## config.mk

```make
export PLATFORM = sky130hd
export DESIGN_NAME = key_onehot_scanner
export DESIGN_NICKNAME = d
export VERILOG_FILES = /design/src/rtl/key_onehot_scanner.sv
export SDC_FILE = /design/constraint.sdc
export NUM_CORES = 1
export LEC_CHECK = 0
export ABC_AREA = 1
export CAP_MARGIN = 20
export CORE_ASPECT_RATIO = 1.4
export CORE_MARGIN = 4
export CORE_UTILIZATION = 50
export CTS_CLUSTER_DIAMETER = 60
export DETAILED_ROUTE_END_ITERATION = 12
export PLACE_DENSITY = 0.69
export SETUP_SLACK_MARGIN = 0.4
export SYNTH_ARGS = -nofsm -noshare
export SYNTH_HDL_FRONTEND = slang
export SYNTH_SLANG_ARGS = --single-unit
```

## constraint.sdc

```tcl
create_clock -name clk -period 5.98 [get_ports clk]
set_clock_uncertainty 0.05 [all_clocks]
set_input_delay 0.897 -clock clk [delete_from_list [all_inputs] [get_ports clk]]
set_output_delay 0.897 -clock clk [all_outputs]
set_load 0.005 [all_outputs]
```

## src/rtl/key_onehot_scanner.sv

```systemverilog
// Key scanner: synchronises, debounces and locks onto one of 8 raw keys, giving a one-hot output.
// Optional macro AUTO_REPEAT_EN adds press_pulse auto-repeat while a key is held.
module key_onehot_scanner #(
  parameter int DB_CNT     = 16,
  parameter int RPT_DELAY  = 1000,
  parameter int RPT_PERIOD = 250
) (
  input  logic       clk,
  input  logic       rst_n,
  input  logic [7:0] key_raw,
  output logic [7:0] onehot,
  output logic       key_valid,
  output logic       press_pulse,
  output logic       release_pulse,
  output logic       multi_err
);

  typedef enum logic [1:0] {
    IDLE    = 2'd0,
    HELD    = 2'd1,
    WAIT_UP = 2'd2
  } state_t;

  state_t            state, state_next;
  logic [7:0]        s1, s2, db;
  logic [7:0][15:0]  cnt;
  logic [7:0]        onehot_next;
  logic              key_valid_next, press_next, release_next, multi_next;
`ifdef AUTO_REPEAT_EN
  logic [15:0]       rpt_cnt, rpt_next;
`endif

  function automatic logic [3:0] popcount8(input logic [7:0] v);
    logic [3:0] n;
    n = 4'd0;
    for (int i = 0; i < 8; i++) begin
      n = n + {3'd0, v[i]};
    end
    return n;
  endfunction

  // Isolates the lowest set bit (two's-complement trick).
  function automatic logic [7:0] lowest_bit(input logic [7:0] v);
    return v & (~v + 8'd1);
  endfunction

  // Two-flop synchroniser and per-key debounce counters.
  always_ff @(posedge clk or negedge rst_n) begin
    if (!rst_n) begin
      s1  <= 8'd0;
      s2  <= 8'd0;
      db  <= 8'd0;
      cnt <= '0;
    end else begin
      s1 <= key_raw;
      s2 <= s1;
      for (int i = 0; i < 8; i++) begin
        if (s2[i] == db[i]) begin
          cnt[i] <= 16'd0;
        end else if (cnt[i] == 16'(DB_CNT - 1)) begin
          db[i]  <= s2[i];
          cnt[i] <= 16'd0;
        end else begin
          cnt[i] <= cnt[i] + 16'd1;
        end
      end
    end
  end

  // Next-state and registered-output decode.
  always_comb begin
    state_next     = state;
    onehot_next    = onehot;
    key_valid_next = key_valid;
    press_next     = 1'b0;
    release_next   = 1'b0;
    multi_next     = 1'b0;
`ifdef AUTO_REPEAT_EN
    rpt_next       = 16'd0;
`endif
    case (state)
      IDLE: begin
        if (db != 8'd0) begin
          onehot_next    = lowest_bit(db);
          key_valid_next = 1'b1;
          press_next     = 1'b1;
          multi_next     = (popcount8(db) > 4'd1);
          state_next     = HELD;
`ifdef AUTO_REPEAT_EN
          rpt_next       = 16'(RPT_DELAY - 1);
`endif
        end else begin
          state_next = IDLE;
        end
      end
      HELD: begin
        if ((db & onehot) == 8'd0) begin
          onehot_next    = 8'd0;
          key_valid_next = 1'b0;
          release_next   = 1'b1;
          // Selected bit is already clear, so db==0 means every other key is up too.
          state_next     = (db == 8'd0) ? IDLE : WAIT_UP;
        end else begin
          state_next = HELD;
`ifdef AUTO_REPEAT_EN
          if (rpt_cnt == 16'd0) begin
            press_next = 1'b1;
            rpt_next   = 16'(RPT_PERIOD - 1);
          end else begin
            rpt_next = rpt_cnt - 16'd1;
          end
`endif
        end
      end
      WAIT_UP: begin
        if (db == 8'd0) begin
          state_next = IDLE;
        end else begin
          state_next = WAIT_UP;
        end
      end
      default: begin
        state_next     = IDLE;
        onehot_next    = 8'd0;
        key_valid_next = 1'b0;
      end
    endcase
  end

  // State and output registers.
  always_ff @(posedge clk or negedge rst_n) begin
    if (!rst_n) begin
      state         <= IDLE;
      onehot        <= 8'd0;
      key_valid     <= 1'b0;
      press_pulse   <= 1'b0;
      release_pulse <= 1'b0;
      multi_err     <= 1'b0;
`ifdef AUTO_REPEAT_EN
      rpt_cnt       <= 16'd0;
`endif
    end else begin
      state         <= state_next;
      onehot        <= onehot_next;
      key_valid     <= key_valid_next;
      press_pulse   <= press_next;
      release_pulse <= release_next;
      multi_err     <= multi_next;
`ifdef AUTO_REPEAT_EN
      rpt_cnt       <= rpt_next;
`endif
    end
  end

endmodule

```

==> impl_metrics.ini <==
[power_and_ir_drop]
power_leakage_nw = 4.103
switching_power_mw = 0.5356
p_per_area_nw_per_um2 = 254.5
swShare_pct = 21.68
p_total_mw = 2.471
pwr-share-clk_pct = 49.0
power.internal_mw = 1.935
p_comb_share_pct = 3.8
peakVddDrop_v = 0.0001674
power_frac_seq_pct = 47.2

[critical_path]
cp_max_fo = 5
cp.arrival_ps = 3330
cp-start-kind = flip-flop
r2r_slack_ps = 2900
required_ps = 6240
path_class = reg2reg
end_kind = flip-flop

[clocking]
cts_setup_buffers = 0
tritoncts = yes
h-tree-depth = 4
clkLatencyLatePin_ps = 430
numCtsBuffers = 17
root_buffer = clkbuf_16
clock_path_buffers = 2
cts.repair.resized = 0
cts_hold_buf = 0
clk_pin_slew_ps = 70
clock-sinks = 166

[sta]
tns_ps = 0
post-route-min-period_ps = 3077
period_share_pct = 51.45
rsz0062_at_grt = false
drv_slew = 0
relSlewSlack_pct = 55.88
fmax_mhz = 325.0
holdWs_ps = 269.6
tightestPinTransition_ps = 661.8
finalSetupViolCount = 0
hold_viol_final = 0

[floorplan]
die_h_um = 163.2
fp.dieArea_um2 = 19400
chipWidth_um = 118.9
start_util_pct = 51.15
core_um2 = 16820
boundaryPins = 22
rows = 56

[status]
status = finished clean

[route]
drt_wl_total_mm = 16.95
vias_per_cell = 5.066
first_pass_iters = 5
drc = 0
drt-initial-drc-count = 432
ant_nets = 0
vias = 6713
routedWlPerCell_um = 12.79

[yosys]
synth_area_um2 = 8602
synth.top_cells.by_area = dfrtp_1, nor2_1, nand2_1
seq_area_frac_synth_pct = 48.29
synth_top_area_cell = dfrtp_1
syn_area_per_cell_um2 = 8.017
synth_cell_type_count = 26
syn_inst = 1073
synth_warnings = 0
synth_nets = 1100
synth_top_area_share_pct = 48.29
synth_seq_cells = 166

[global_route]
grt_pass1_vias = 6682
grt_remaining_overflow = 0
track_usage_pct = 18.94
grt_pass1_wl_mm = 30.13
antenna_found_initial = 0
grt_max_degree = 114

[run]
maxCapViolations = 0

[min_path]
worstHoldPathType = in2async

[place]
place_congestion = 0.9280
dp.cells = 1292
hpwl_mm = 12.31
port_buffers = 21

[finish]
drive_gt1_share_pct = 8.645
syn2layout_area_growth_pct = 12.87
final_nets = 1136
finalNonFillerCells = 1325
n_antenna_cell = 0
power groups by stage:
stage / clock [mW] / combinational [mW] / sequential [mW]
after detailed placement: 0 / 0.0957 / 1.19
after global routing: 1.28 / 0.112 / 1.17
after floorplan: 0 / 0.0481 / 1.18
final: 1.21 / 0.0944 / 1.17
after CTS: 1.24 / 0.0959 / 1.17
after global placement: 0 / 0.0945 / 1.19
worst paths after layout:
kind | startpoint | to | depth (start not counted)
worst max-delay path | db[0] | multi_err | 10
worst min-delay path | rst_n | cnt[77] | 1
min in group clk | s1[2] | s2[2] | 0
worst max register to register | db[0] | multi_err | 10
max in group asynchronous | rst_n | cnt[5] | 2
worst min register to register | s1[2] | s2[2] | 0
per-layer routing:
layer	GRT usage, %	up-vias	part of all wire (%)
met5	0	-	0
met4	7.696	0	2.8
met3	4.538	46	3.3
met2	32.65	101	50
met1	22.84	3113	44
li1	-	3453	-
sequential cells by signal (all words and copies together), names as in the netlist:
register,flops
cnt,128
db,8
onehot,8
s1,8
s2,8
state,2
key_valid,1
multi_err,1
press_pulse,1
release_pulse,1
metrics by stage:
step           utilization [%]  cell area, um2  setup slack [ps]
4_1_cts                  57.57            9682              2883
2_1_floorplan                -            8602              3030
6_report                 57.74            9709              2903
3_3_place_gp             53.64            9020              2944
3_5_place_dp             53.64            9020              2914
5_1_grt                  57.74            9709              2723
cell families (layout without fill, tap and decap cells):
kind of cell             after synthesis  in the layout  synth area share, %
buffers and inverters                123            172                5.745
adder cells (fa/ha/maj)               17             17                2.822
flip-flops                           166            166                48.29
XOR/XNOR                              65             65                6.618
AND/OR/NAND/NOR                      651            651                33.53
AO/OA/AOI/OAI                         51             51                2.996
cells in the mapped netlist, drive strengths merged:
| cell | n |
|---|---|
| a21oi | 37 |
| buf | 6 |
| clkinv | 3 |
| dfrtp | 166 |
| fa | 4 |
| ha | 13 |
| inv | 114 |
| nand2 | 223 |
| nand3 | 75 |
| nand4 | 21 |
| nor2 | 278 |
| nor3 | 52 |
| nor3b | 2 |
| o21a | 1 |
| o21ai | 13 |
| xnor2 | 16 |
| xor2 | 49 |
layout by cell type (no fill, tap or decap), drive strengths merged:
cell and count:
nor2 278, nand2 223, dfrtp 166, inv 116
nand3 75, nor3 52, xor2 49, a21oi 37
nand4 21, clkdlybuf4s50 20, clkbuf 18, xnor2 16
o21ai 13, ha 13, clkinvlp 5, bufinv 5
clkinv 5, fa 4, buf 3, nor3b 2
o21a 1
critical path, stage by stage (launching register included):
cell	delay, ps
dfrtp_1	440
fa_1	560
inv_1	50
fa_1	490
fa_1	410
inv_1	60
ha_1	160
inv_1	60
fa_1	510
o21a_1	110
a21oi_1	50
area by class of cell:
type | count | area, um2
inverter | 117 | 439.2
sequential | 166 | 4154
fill | 1574 | 7107
tap | 203 | 254.0
timing repair buffer | 23 | 246.5
clock buffer | 18 | 439.2
clock inverter | 14 | 222.7
multi-input combinational | 784 | 3954
No activity file was read; power rests on OpenSTA's default activity.
